### config.mk
export PLATFORM = sky130hd
export DESIGN_NAME = fusion_unit_ctrl
export DESIGN_NICKNAME = d
export VERILOG_FILES = /design/src/rtl/fusion_unit_ctrl.sv
export SDC_FILE = /design/constraint.sdc
export NUM_CORES = 1
export LEC_CHECK = 0
export BUFFER_PORTS_ARGS = -buffer_cell sky130_fd_sc_hd__buf_2
export CORE_ASPECT_RATIO = 1.4
export CORE_MARGIN = 4
export CORE_UTILIZATION = 49
export DETAILED_ROUTE_END_ITERATION = 12
export PLACE_DENSITY = 0.95
export REMOVE_ABC_BUFFERS = 1
export SKIP_LAST_GASP = 1
export SYNTH_ARGS = -nofsm -noshare
export SYNTH_HDL_FRONTEND = slang
export SYNTH_SLANG_ARGS = --single-unit
export TNS_END_PERCENT = 30
### constraint.sdc
create_clock -name clk -period 2.7 [get_ports clk]
set_clock_uncertainty 0.05 [all_clocks]
set_input_delay 0.675 -clock clk [delete_from_list [all_inputs] [get_ports clk]]
set_output_delay 0.675 -clock clk [all_outputs]
set_load 0.005 [all_outputs]
### src/rtl/fusion_unit_ctrl.sv
// Sequencing controller for a bit-fusion multiply unit: accepts a job descriptor,
// streams operand beats into the unit, accumulates partial sums and returns the total.
`timescale 1ns/1ps
module fusion_unit_ctrl #(
   parameter int LEN_W  = 16,
   parameter int PSUM_W = 52
) (
   input  logic              clk,
   input  logic              rst_n,
   input  logic              cfg_valid,
   output logic              cfg_ready,
   input  logic [3:0]        cfg_in_width,
   input  logic [3:0]        cfg_weight_width,
   input  logic              cfg_s_in,
   input  logic              cfg_s_weight,
   input  logic [LEN_W-1:0]  cfg_len,
   input  logic              op_valid,
   output logic              op_ready,
   input  logic [7:0]        op_in,
   input  logic [7:0]        op_weight,
   output logic [7:0]        fu_in,
   output logic [7:0]        fu_weight,
   output logic [3:0]        fu_in_width,
   output logic [3:0]        fu_weight_width,
   output logic              fu_s_in,
   output logic              fu_s_weight,
   output logic [PSUM_W-1:0] fu_psum_in,
   input  logic [PSUM_W-1:0] fu_psum_fwd,
   output logic              res_valid,
   input  logic              res_ready,
   output logic [PSUM_W-1:0] res_psum,
   output logic              cfg_err
);

   typedef enum logic [1:0] {IDLE, RUN, FLUSH, DONE} state_t;

   state_t             state_reg, state_next;
   logic [PSUM_W-1:0]  acc_reg;
   logic [LEN_W-1:0]   remaining_reg;
   logic               stg_v_reg;
   logic [7:0]         stg_in_reg, stg_weight_reg;
   logic [3:0]         in_width_reg, weight_width_reg;
   logic               s_in_reg, s_weight_reg;
   logic               cfg_err_reg;
   logic               cfg_legal, cfg_accept, beat_accept;

   function automatic logic width_legal(input logic [3:0] w);
      return (w == 4'd1) || (w == 4'd2) || (w == 4'd4) || (w == 4'd8);
   endfunction

   assign cfg_legal   = width_legal(cfg_in_width) && width_legal(cfg_weight_width);
   assign cfg_accept  = cfg_valid && cfg_ready;
   assign beat_accept = op_valid && op_ready;

   always_ff @(posedge clk or negedge rst_n) begin
      if (!rst_n) state_reg <= IDLE;
      else        state_reg <= state_next;
   end

   always_comb begin
      state_next = state_reg;
      cfg_ready  = 1'b0;
      op_ready   = 1'b0;
      res_valid  = 1'b0;
      case (state_reg)
         IDLE: begin
            cfg_ready = 1'b1;
            if (cfg_valid && cfg_legal)
               state_next = (cfg_len == '0) ? FLUSH : RUN;
         end
         RUN: begin
            op_ready = 1'b1;
            if (op_valid && remaining_reg == LEN_W'(1))
               state_next = FLUSH;
         end
         // One extra cycle lets the final staged product land in acc.
         FLUSH: state_next = DONE;
         DONE: begin
            res_valid = 1'b1;
            if (res_ready) state_next = IDLE;
         end
         default: state_next = IDLE;
      endcase
   end

   always_ff @(posedge clk or negedge rst_n) begin
      if (!rst_n) begin
         acc_reg          <= '0;
         remaining_reg    <= '0;
         stg_v_reg        <= 1'b0;
         stg_in_reg       <= '0;
         stg_weight_reg   <= '0;
         in_width_reg     <= '0;
         weight_width_reg <= '0;
         s_in_reg         <= 1'b0;
         s_weight_reg     <= 1'b0;
         cfg_err_reg      <= 1'b0;
      end else begin
         cfg_err_reg    <= cfg_accept && !cfg_legal;
         stg_v_reg      <= beat_accept;
         stg_in_reg     <= beat_accept ? op_in : 8'd0;
         stg_weight_reg <= beat_accept ? op_weight : 8'd0;
         if (stg_v_reg) acc_reg <= fu_psum_fwd;
         if (cfg_accept && cfg_legal) begin
            acc_reg          <= '0;
            remaining_reg    <= cfg_len;
            in_width_reg     <= cfg_in_width;
            weight_width_reg <= cfg_weight_width;
            s_in_reg         <= cfg_s_in;
            s_weight_reg     <= cfg_s_weight;
         end else if (beat_accept) begin
            remaining_reg <= remaining_reg - LEN_W'(1);
         end
      end
   end

   assign fu_in           = stg_in_reg;
   assign fu_weight       = stg_weight_reg;
   assign fu_in_width     = in_width_reg;
   assign fu_weight_width = weight_width_reg;
   assign fu_s_in         = s_in_reg;
   assign fu_s_weight     = s_weight_reg;
   assign fu_psum_in      = acc_reg;
   assign res_psum        = (state_reg == DONE) ? acc_reg : '0;
   assign cfg_err         = cfg_err_reg;

endmodule

==> summary.txt <==
Run status
  – Status: finished clean

STA
  – Final Hold Vio Count: 0
  – F_max: 0.436 GHz
  – Final worst path period need: 2290 ps
  – Fin crit share: 0.849
  – RSZ-0062 raised after global routing: no
  – Setup-failing EPs final: 0
  – Min Hold Slack: 294 ps
  – Final Max Tran Viols: 0
  – Slew @ Worst Pin: 667 ps
  – Slew HR: 0.553

Worst setup path
  – Crit path required time: 1980 ps
  – Crit end category: output pin
  – Worst endpoint data arrival time: ~1600 ps
  – Crit path max fanout: 54
  – Reg2reg path depth: 7
  – Kind of critical path: flop to output pin
  – CP Launch Type: flop

Synth
  – Share of the synthesized area in the top cell type: 0.536
  – Number of distinct library cells after synthesis: 32
  – Mapped Area: 4580 µm²
  – Share of the yosys chip area belonging to registers: 0.536
  – Yosys warns: 0
  – Post-synthesis register bit count: 98
  – Cells after Synth: 418
  – Dominant cell type by area after synthesis: dfrtp_1
  – Largest cells by area after synthesis: dfrtp_1 (54%), mux2i_1 (12%), and2_1 (7.2%)
  – Syn avg cell area: 10.9 µm²

Floorplanning
  – Die Span X: 89.7 µm
  – Starting Density: 0.504
  – Cell row count: 41
  – Io pins: 233
  – Core ar.: 9080 µm²
  – Die Footprint: between 10000 and 15000 µm²
  – Die extent in y: around 120 µm

Placed design
  – Port bufs: 232
  – DP Wirelength: 9.63 mm
  – GPL Wtd Cong: a little under 0.9
  – Dpl cells: 740
  – Placed cell areas: around 6000 µm²

Clocking
  – Clock sink count: just under 100
  – CTS tree: built
  – Clock-pin transition on the worst setup and hold timing paths: 70 ps
  – CTS root buf: clkbuf_16
  – H-tree depth: 3
  – Clk_lat worst skew: 330 ps
  – Post-CTS setup buffer count: 0
  – CTS hold repair buffers: 0
  – Clock buffer depth: 2
  – Post-CTS sizing: 0
  – CTS buffer count: 9

Finish
  – Final Cell Area: 6150 µm²
  – Post-Layout Cell Count: roughly 760
  – Share of post-route cells with drive strength above 1: 0.415
  – Syn-to-layout area delta: 34.4%
  – Layout Nets: roughly 750
  – Number of antenna diodes: 0
  – Largest register FFs: 52

Global routing
  – Vias in the first global route: 3847
  – Initial antenna violation count: 0
  – Total congestion overflow: 0
  – First-pass GRT wire length: 18.3 mm
  – Total track usage: 0.217
  – Largest net degree at the start of global routing: 57

Detailed routing
  – Avg WL per Cell: 16.2 µm
  – Antenna Nets Post-Route: 0
  – Routed WL: 12.3 mm
  – Vias: 3884
  – Drt first pass iters: 4
  – Remaining DRCs: 0
  – Vias per inst: 5.14
  – 1st-iter DRT viols: 117

Power
  – Overall power: roughly 6.4 mW
  – Leakage: 3.26 nW
  – Cell Pwr Density: between 1000 and 1500 nW/µm²
  – VDD IR max: about 0.74 mV

Hold path
  – Tightest Hold Check Type: input pin to async pin

Run
  – Max cap viols: 0
[metrics by stage]
step,setup TNS (ps),utilization,setup WS (ps)
6_report,0,0.677,409
5_1_grt,0,0.677,262
4_1_cts,0,0.677,388
3_5_place_dp,0,0.644,331
3_3_place_gp,0,0.644,396
2_1_floorplan,-120140,-,-1730
[synthesized netlist by cell type]
cell type / count
a211oi_1: 2
a21oi_1: 1
and2_1: 53
and3_1: 16
buf_2: 6
buf_4: 3
buf_6: 2
clkbuf_1: 13
dfrtp_1: 98
ha_1: 6
inv_1: 6
mux2_2: 11
mux2i_1: 55
nand2_1: 22
nand3_1: 2
nand4_1: 2
nor2_1: 62
nor3_1: 7
nor3_2: 2
nor3b_1: 3
nor4_1: 3
nor4_4: 1
nor4b_1: 4
o21ai_0: 9
o21ai_1: 6
o21bai_2: 1
o221ai_2: 1
o41ai_2: 1
or3_1: 2
or4_1: 1
xnor2_1: 11
xor2_1: 6
[where the power goes]
group          switching, mW  total (mW)  internal (mW)  leakage [nW]
clock network          0.498        1.30          0.806         0.147
registers              0.491        2.61           2.11          1.22
logic                   1.22        2.46           1.24          1.89
total                   2.21        6.37           4.16          3.26
[final cells by class]
class	count	area [µm²]
fillers	703	2930
flip-flops and latches	98	2450
multi-input cells	290	1980
repair buffers	239	1250
clock buffers	12	236
well taps	107	134
clock inverters	3	65.1
inverters	6	22.5
[worst paths after layout]
kind	from	to	slack (ps)
setup / recovery	state_reg[0]$_DFFE_PN0P_	res_psum[48]	410
hold / removal	rst_n	fu_psum_in[29]$_DFFE_PN0P_	290
setup reg to reg	state_reg[1]$_DFFE_PN0P_	remaining_reg[12]$_DFFE_PN0P_	680
hold reg to reg	fu_s_in$_DFFE_PN0P_	fu_s_in$_DFFE_PN0P_	460
max in group asynchronous	rst_n	stg_v_reg$_DFF_PN0_	1590
min in group clk	fu_s_in$_DFFE_PN0P_	fu_s_in$_DFFE_PN0P_	460
[critical path: stages, from the launching register on]
cell     delay (ps)
dfrtp_1         380
ha_1            160
buf_4           340
and2_1          220
buf_2           120
[layer usage]
metal,vias up,track usage,part of all wire
met5,-,0,0
met4,0,0.0726,0.016
met3,20,0.0450,0.073
met2,163,0.385,0.53
met1,1848,0.255,0.38
li1,1853,-,-
[cell usage in the layout (no fill, tap or decap), types with 4 or more instances in the layout]
cell type,netlist,final
buf_2,6,231
dfrtp_1,98,97
nor2_1,62,62
mux2i_1,55,55
and2_1,53,53
nand2_1,22,22
and3_1,16,16
xnor2_1,11,11
mux2_2,11,11
o21ai_0,9,9
clkbuf_16,0,9
nor3_1,7,7
inv_1,6,6
xor2_1,6,6
o21ai_1,6,6
ha_1,6,6
buf_4,3,5
nor4b_1,4,4
[cell families after synthesis]
| logic type | synth area share |
|---|---|
| simple gates | 0.206 |
| flops | 0.536 |
| mux | 0.147 |
| buf+inv | 0.0320 |
| compound gates | 0.0301 |
| xor+xnor | 0.0325 |
| fa+ha+maj | 0.0164 |
(Power assumes the default switching activity.)
